File: config.mk
export PLATFORM = sky130hd
export DESIGN_NAME = ch3_wt_encoder
export DESIGN_NICKNAME = d
export VERILOG_FILES = /design/src/rtl/ch3_wt_encoder.sv
export SDC_FILE = /design/constraint.sdc
export NUM_CORES = 1
export LEC_CHECK = 0
export CELL_PAD_IN_SITES_DETAIL_PLACEMENT = 0
export CELL_PAD_IN_SITES_GLOBAL_PLACEMENT = 1
export CORE_ASPECT_RATIO = 1.1
export CORE_MARGIN = 2
export CORE_UTILIZATION = 35
export CTS_CLUSTER_SIZE = 14
export DETAILED_ROUTE_END_ITERATION = 6
export GPL_ROUTABILITY_DRIVEN = 0
export PLACE_DENSITY = 0.74
export SLEW_MARGIN = 20
export SYNTH_ARGS = -nofsm -noshare
export SYNTH_HDL_FRONTEND = slang
export SYNTH_SLANG_ARGS = --single-unit
File: constraint.sdc
create_clock -name CLK -period 2.5 [get_ports CLK]
set_clock_uncertainty 0.15 [all_clocks]
set_input_delay 0.375 -clock CLK [delete_from_list [all_inputs] [get_ports CLK]]
set_output_delay 0.375 -clock CLK [all_outputs]
set_load 0.01 [all_outputs]
File: src/rtl/ch3_wt_encoder.sv
// ch3_wt_encoder: parses a 5-character ASCII time frame ("HHMMa") into
// 4-bit display codes. Characters are validated per position, collected in
// shadow registers, and published to the outputs in a single commit cycle.
//
// Handshake: a character is consumed on a rising CLK edge where
// CHAR_VALID=1 and CHAR_READY=1. CHAR_READY drops only for the one commit
// cycle (S_DONE), so a producer holding CHAR_VALID high simply waits.
module ch3_wt_encoder (
    input  logic       CLK,
    input  logic       RESETN,
    input  logic [7:0] CHAR_IN,
    input  logic       CHAR_VALID,
    output logic       CHAR_READY,
    output logic [3:0] HOUR_T,
    output logic [3:0] HOUR_U,
    output logic [3:0] MIN_T,
    output logic [3:0] MIN_U,
    output logic [3:0] AMPM,
    output logic       TIME_VALID,
    output logic       ERR
);

    typedef enum logic [2:0] {
        S_HT   = 3'd0,
        S_HU   = 3'd1,
        S_MT   = 3'd2,
        S_MU   = 3'd3,
        S_AP   = 3'd4,
        S_DONE = 3'd5
    } state_t;

    localparam logic [3:0] C_AM    = 4'b1010;
    localparam logic [3:0] C_PM    = 4'b1100;
    localparam logic [3:0] C_BLANK = 4'b1101;

    state_t     r_state;
    logic [3:0] r_sh_ht;
    logic [3:0] r_sh_hu;
    logic [3:0] r_sh_mt;
    logic [3:0] r_sh_mu;
    logic [3:0] r_sh_ap;
    logic [3:0] r_hour_t;
    logic [3:0] r_hour_u;
    logic [3:0] r_min_t;
    logic [3:0] r_min_u;
    logic [3:0] r_ampm;
    logic       r_time_valid;
    logic       r_err;

    logic [3:0] w_code;
    logic       w_is_digit;
    logic       w_is_blank;
    logic       w_is_ampm;
    logic       w_legal;
    logic       w_ready;
    logic       w_accept;

    assign w_ready    = (r_state != S_DONE);
    assign w_accept   = CHAR_VALID && w_ready;

    assign CHAR_READY = w_ready;
    assign HOUR_T     = r_hour_t;
    assign HOUR_U     = r_hour_u;
    assign MIN_T      = r_min_t;
    assign MIN_U      = r_min_u;
    assign AMPM       = r_ampm;
    assign TIME_VALID = r_time_valid;
    assign ERR        = r_err;

    // Map the incoming byte to its 4-bit code and classify it.
    always_comb begin
        w_code     = 4'h0;
        w_is_digit = 1'b0;
        w_is_blank = 1'b0;
        w_is_ampm  = 1'b0;
        if (CHAR_IN >= 8'h30 && CHAR_IN <= 8'h39) begin
            w_is_digit = 1'b1;
            w_code     = CHAR_IN[3:0];
        end else if (CHAR_IN == 8'h41) begin
            w_is_ampm  = 1'b1;
            w_code     = C_AM;
        end else if (CHAR_IN == 8'h50) begin
            w_is_ampm  = 1'b1;
            w_code     = C_PM;
        end else if (CHAR_IN == 8'h20) begin
            w_is_blank = 1'b1;
            w_code     = C_BLANK;
        end
    end

    // Decide whether the current character is legal at the current position;
    // the hour-units check also enforces the 1..12 hour range.
    always_comb begin
        w_legal = 1'b0;
        case (r_state)
            S_HT: w_legal = w_is_blank || (w_is_digit && w_code <= 4'd1);
            S_HU: w_legal = w_is_digit
                            && !(((r_sh_ht == C_BLANK) || (r_sh_ht == 4'h0)) && (w_code == 4'h0))
                            && !((r_sh_ht == 4'h1) && (w_code > 4'd2));
            S_MT: w_legal = w_is_digit && w_code <= 4'd5;
            S_MU: w_legal = w_is_digit;
            S_AP: w_legal = w_is_ampm;
            default: w_legal = 1'b0;
        endcase
    end

    // Frame FSM: collect codes in shadows, commit in S_DONE, abort on errors.
    always_ff @(posedge CLK or negedge RESETN) begin
        if (!RESETN) begin
            r_state      <= S_HT;
            r_sh_ht      <= 4'h0;
            r_sh_hu      <= 4'h0;
            r_sh_mt      <= 4'h0;
            r_sh_mu      <= 4'h0;
            r_sh_ap      <= 4'h0;
            r_hour_t     <= 4'h1;
            r_hour_u     <= 4'h2;
            r_min_t      <= 4'h0;
            r_min_u      <= 4'h0;
            r_ampm       <= C_AM;
            r_time_valid <= 1'b0;
            r_err        <= 1'b0;
        end else begin
            r_time_valid <= 1'b0;
            r_err        <= 1'b0;
            if (r_state == S_DONE) begin
                r_hour_t     <= r_sh_ht;
                r_hour_u     <= r_sh_hu;
                r_min_t      <= r_sh_mt;
                r_min_u      <= r_sh_mu;
                r_ampm       <= r_sh_ap;
                r_time_valid <= 1'b1;
                r_state      <= S_HT;
            end else if (w_accept) begin
                if (!w_legal) begin
                    // Offending character is consumed; the frame restarts.
                    r_err   <= 1'b1;
                    r_state <= S_HT;
                    r_sh_ht <= 4'h0;
                    r_sh_hu <= 4'h0;
                    r_sh_mt <= 4'h0;
                    r_sh_mu <= 4'h0;
                    r_sh_ap <= 4'h0;
                end else begin
                    case (r_state)
                        S_HT: begin
                            r_sh_ht <= w_code;
                            r_state <= S_HU;
                        end
                        S_HU: begin
                            r_sh_hu <= w_code;
                            r_state <= S_MT;
                        end
                        S_MT: begin
                            r_sh_mt <= w_code;
                            r_state <= S_MU;
                        end
                        S_MU: begin
                            r_sh_mu <= w_code;
                            r_state <= S_AP;
                        end
                        S_AP: begin
                            r_sh_ap <= w_code;
                            r_state <= S_DONE;
                        end
                        default: r_state <= S_HT;
                    endcase
                end
            end
        end
    end

endmodule

==> metrics.cfg <==
[power]
netSwitchingFraction_pct = 23.71
power_mw = 1.312
clkPwrFrac_pct = 36.3
seqPwrFrac_pct = 55.6
intPower_mw = 1.001
combPwrFrac_pct = 8.2
powerDensity_mw_per_mm2 = 450.3
p_leak_nw = 1.390
ir_worst_vdd_uv = 367.2
power_switching_uw = 311.0

[cells_and_area]
stdcell_count = 356
layout.nets = 289
drive_above_1_share_pct = 26.52
area_delta_synth_final_pct = 36.06
n_fill_cell = 562
n_antenna_cell = 0

[die]
design.core.area_mm2 = 0.005842
num_rows = 29
initial_utilization_pct = 36.65
dieWidth_um = 78.57
die_area_mm2 = 0.006759
fp.dieH_um = 86.03
pin_count = 34

[timing]
finalHoldViolCount = 0
fin_crit_ns = 2.384
holdWs_ns = 0.3087
fin_tns_setup_ns = 0
tightest_slew_ns = 0.3510
slew_violations = 0
post-route-period-util_pct = 95.35
setup_slack_ns = 0.1163
fmax_mhz = 419.5
slew_headroom_pct = 76.36
rsz0062_at_grt = no
final-setup-viol-count = 0

[clock_network]
cts.sinks = 45
htreeDepth = 2
root_buffer = clkbuf_8
path_clk_slew_ns = 0.08
clockBufferDepth = 2
cts_buffers = 5
clock_latency_ns = 0.30
cts_tree = done

[job]
drv_cap = 0

[yosys]
netlist_top_cells_area = dfrtp_1 48%, nand2_1 9.8%, dfstp_2 4.9%
syn_area_per_cell_um2 = 10.19
synth_top_area_cell = dfrtp_1
yosysWarnings = 0
synth_cell_type_count = 50
ys_ff_latch = 45
synth_nets = 221
synth_top_area_share_pct = 47.93
netlist_instances = 210
ys_seq_area_share_pct = 52.83
synth_area_mm2 = 0.002141

[worst_setup_path]
end_kind = flip-flop
critPathLaunchType = primary input
cp.required_ns = 2.58
rrSetupSlack_ns = 0.27
worst-path-max-fanout = 5
path_class = in -> reg
cp.arrival_ns = 2.46

[worst_hold_path]
holdCritPathClass = reg -> reg

[placed_design]
dp.cells = 346
dp_slack_ns = -0.4749
io_buffers = 33
place_hpwl_mm = 3.516

[global_route]
grt_pass1_vias = 1782
grtUsageTotal_pct = 15.03
grt_max_degree = 20
gr-total-overflow = 0
antenna_found_initial = 0
grt_pass1_wl_mm = 8.169

[routing]
drt-initial-drc-count = 77
postRouteAntennaNets = 0
firstDrtPassIters = 5
viasPerCell = 4.952
drc_errors = 0
vias = 1763
wl_per_cell_um = 13.04
totalWireLength_mm = 4.642

[status]
status = finished clean

## kinds of logic (layout without fill, tap and decap cells)
logic type,after synthesis,in the layout,share of synthesized area [%]
AO/OA/AOI/OAI,44,44,15.90
adder cells (fa/ha/maj),1,1,0.4676
buffers and inverters,15,84,3.039
flip-flops,45,45,52.83
multiplexers,5,5,2.630
AND/OR/NAND/NOR,100,100,25.13
## final cells by class
class | instances | area, um^2 | share of cell area (%)
sequential | 45 | 1131 | 38.83
multi-input combinational | 150 | 982.2 | 33.72
timing repair buffer | 68 | 576.8 | 19.80
inverter | 8 | 30.03 | 1.031
clock buffer | 6 | 82.58 | 2.835
clock inverter | 2 | 13.76 | 0.4725
tap | 77 | 96.34 | 3.308
## power groups by stage
stage	sequential [mW]	combinational, mW	clock, mW
floorplan	0.744	0.0364	0
global placement	0.743	0.108	0
detailed placement	0.743	0.108	0
CTS	0.729	0.108	0.483
global route	0.729	0.120	0.520
finish	0.729	0.107	0.476
## synthesized netlist by cell type (all sizes together)
master / count
or4: 1
o2bb2ai: 8
o31a: 1
o21a: 1
o31ai: 1
and2: 1
and4bb: 1
nor3b: 2
maj3: 1
dfstp: 4
buf: 4
nand3: 5
clkbuf: 3
mux2: 5
nor3: 2
nand4b: 1
a21o: 3
nor4bb: 1
o21ai: 9
a32oi: 1
dfrtp: 41
nand2: 56
a2111oi: 1
a211oi: 2
a22oi: 1
or3: 1
a2bb2o: 2
and3b: 4
a21oi: 8
or3b: 1
clkinv: 1
or4b: 1
nand2b: 4
inv: 7
and3: 6
nor2: 6
o211ai: 4
nand4bb: 1
nor4: 3
nand3b: 2
a31oi: 2
and4: 1
## per-stage QoR
step           util, %  cell area (um^2)
2_1_floorplan        -              2141
4_1_cts          49.41              2887
5_1_grt          49.86              2913
6_report         49.86              2913
3_3_place_gp     47.50              2775
3_5_place_dp     47.50              2775
## sequential cells by signal (all words and copies together), names as in the netlist
name and cells:
r_state 3, MIN_T 4, AMPM 4, r_sh_mu 4, HOUR_U 4, r_sh_mt 4
MIN_U 4, ERR 1, r_sh_ap 4, r_sh_hu 4, TIME_VALID 1, r_sh_ht 4
HOUR_T 4
## worst max-delay path, cell delays in order
cell and delay, ns:
dlygate4sd2_1 0.25, or4_4 0.44, a2111oi_4 0.32, a31oi_2 0.09
and3_1 0.16, o31a_1 0.27, buf_4 0.15, nand4bb_4 0.27
o21ai_2 0.15
## routing by layer
layer / wire length, um / GRT usage [%]
met5: 0 / 0
met4: 51 / 3.828
met3: 159 / 2.737
met2: 2185 / 24.86
met1: 2245 / 20.42
## worst paths after layout
path,from,endpoint,depth (start not counted)
setup / recovery,CHAR_IN[0],r_sh_hu[0]$_DFFE_PN0P_,9
hold / removal,HOUR_U[1]$_DFFE_PN1P_,HOUR_U[1]$_DFFE_PN1P_,2
setup reg to reg,r_sh_ht[1]$_DFFE_PN0P_,r_sh_mu[0]$_DFFE_PN0P_,6
hold reg to reg,HOUR_U[1]$_DFFE_PN1P_,HOUR_U[1]$_DFFE_PN1P_,2
max in group asynchronous,RESETN,HOUR_T[0]$_DFFE_PN1P_,3
min in group asynchronous,RESETN,MIN_T[3]$_DFFE_PN0P_,2
## repair_timing
item | 4_1_cts | 5_1_grt
buffers inserted | 0 | 1
setup endpoints to repair | 23 | 20
hold buffers | 1 | 0
pin swaps | 7 | 9
gates resized for setup | 14 | 10
hold endpoints to repair | 8 | 0
## cell usage in the layout (no fill, tap or decap), types with 2 or more instances in the layout
cell,count
o21ai_0,4
o211ai_1,4
nand2b_1,2
dfstp_2,4
a21oi_1,5
nor3_1,2
nand2_1,56
o2bb2ai_1,8
inv_1,7
a21oi_2,2
buf_2,2
clkbuf_2,2
dlygate4sd2_1,4
nand2b_4,2
nor3b_1,2
buf_4,33
nand3_1,5
clkbuf_8,6
a211oi_1,2
mux2_2,5
dfrtp_1,41
o21ai_2,4
nor4_1,2
nor2_1,6
clkdlybuf4s50_1,24
and3_1,6
a21o_1,3
and3b_1,3
a2bb2o_1,2
nand3b_1,2
Note: power is estimated with default switching activity, not from simulation.
==> edit (same flow settings) <==
The 6 states of `state_t` get a one-hot encoding in 6 bits.
--- a/src/rtl/ch3_wt_encoder.sv
+++ b/src/rtl/ch3_wt_encoder.sv
@@ -21,11 +21,11 @@
 );
 
-    typedef enum logic [2:0] {
-        S_HT   = 3'd0,
-        S_HU   = 3'd1,
-        S_MT   = 3'd2,
-        S_MU   = 3'd3,
-        S_AP   = 3'd4,
-        S_DONE = 3'd5
+    typedef enum logic [5:0] {
+        S_HT   = 6'b000001,
+        S_HU   = 6'b000010,
+        S_MT   = 6'b000100,
+        S_MU   = 6'b001000,
+        S_AP   = 6'b010000,
+        S_DONE = 6'b100000
     } state_t;
 
Formal check against the unedited RTL: same outputs for any inputs over 10 cycles, from zero or initial values and one cycle with RESETN low; not proved beyond that.
==> edit against the unedited design <==
Core utilization fell by 0.87 points; power rose by 15%; non-clock buffer count increased by 13; synthesized area rose by 16%; largest power group unchanged; worst setup slack worse by 0.035 ns; final area is 16% higher; critical endpoint is now CHAR_READY; sequential cell count rose by 3; combinational power increased by 35%; routed wire length grew 34%; global-route usage grew 1.8 points; first-iteration DRC count is 13% higher; clock power increased by 23%.
==> edit: results (changes against the unedited design) <==
| Metric | Value |
|---|---|
| Largest net degree at the start of global routing | `27 (+35%)` |
| Result of the run | `complete, no violations` |
| Worst r2r dst | `r_sh_hu[0]` |
| Met2 demand-to-capacity share in global routing | `29.0% (+4.2 points)` |
| Average footprint of a synthesized cell | `9.12 um^2 (-11%)` |
| Via density | `5.17 (+4.3%)` |
| Synth cell count leaders | `sky130_fd_sc_hd__nand2_1, sky130_fd_sc_hd__dfrtp_1, sky130_fd_sc_hd__o21ai_0, sky130_fd_sc_hd__nand3_1, sky130_fd_sc_hd__nor2_1` |
| Cell leakage power | `1.53 nW (+10%)` |
| Net load switching power | `0.362 mW (+16%)` |
| Transition time of the tightest slew-check pin | `0.567 ns (+0.216 ns)` |
| Worst-path clk slew | `0.10 ns (+0.02 ns)` |
| Tot GR Track Use | `16.9% (+1.8 points)` |
| Number of detailed-route iterations in the first pass | `4 (-1)` |
| Number of nets in the synthesized netlist | `283 (+28%)` |
| Worst EP arrival | `1.89 ns (-0.57 ns)` |
| Worst R2R Start | `r_state[1]` |
| Placed Instances | `422 (+22%)` |
| Compound-Gate Fraction of Synth Area | `15.5% (-0.37 points)` |
| Fill cells | `679 (+21%)` |
| Place WS | `-0.501 ns (-0.0261 ns)` |
| Area after DPL | `3210 um^2 (+16%)` |
| Number of cells on the worst reg-to-reg path | `7 (+1)` |
| Portion of the post-synthesis area used by sequential elements | `48.7% (-4.2 points)` |
| Routed length per placed instance | `14.4 um (+10%)` |
| Cell variety after synth | `58 (+16%)` |
| Half-perimeter wire length of the detailed placement result | `4740 um (+35%)` |
| Post-route worst hold slack | `0.312 ns (+0.00325 ns)` |
[edit: cell families (layout without fill, tap and decap cells)]
group	count (synthesis)	in the layout
AOI/OAI and AO/OA	54	54
buffers and inverters	22	97
xor gates and xnor gates	1	1
muxes	3	3
and+or+nand+nor	144	144
DFF	48	48
[edit: metal layers]
metal | wire length (um) | share of wire [%]
met1 | 2790 | 45
met2 | 3100 | 50
met3 | 172 | 2.8
met4 | 155 | 2.5
met5 | 0 | 0
[edit: worst max-delay path, delay by kind of cell, from the launching register on]
kind                   cells  cell delay [ns]
and+or+nand+nor            2             0.82
DFF                        1             0.39
buffers and inverters      2             0.38
[edit: how the worst max path moves through the flow]
stage / start / endpoint / slack, ns
final: r_state[0] / CHAR_READY / 0.08
after global routing: CHAR_IN[7] / r_state[0] / 0.02
after CTS: r_state[1] / r_sh_hu[0] / 0.009
after detailed placement: CHAR_IN[5] / r_sh_ht[1] / -0.50
after global placement: CHAR_IN[1] / r_sh_mu[2] / -0.42
after floorplan: CHAR_IN[0] / r_sh_ap[2] / 0.003
[edit: area by class of cell]
type                            instances  area [um^2]  share of cell area (%)
Multi-Input combinational cell        202         1230                    36.2
Timing Repair Buffer                   81          706                    20.8
Inverter                                8         30.0                   0.885
Clock inverter                          3         46.3                    1.36
Tap cell                               85          106                    3.13
Sequential cell                        48         1210                    35.6
Clock buffer                            5         68.8                    2.03
[edit: power by group through the flow]
stage          Clock (mW)  Sequential, mW  Combinational [mW]
2_1_floorplan           0           0.800              0.0574
3_5_place_dp            0           0.799               0.141
3_3_place_gp            0           0.799               0.139
6_report            0.585           0.784               0.144
5_1_grt             0.625           0.785               0.159
4_1_cts             0.597           0.784               0.142
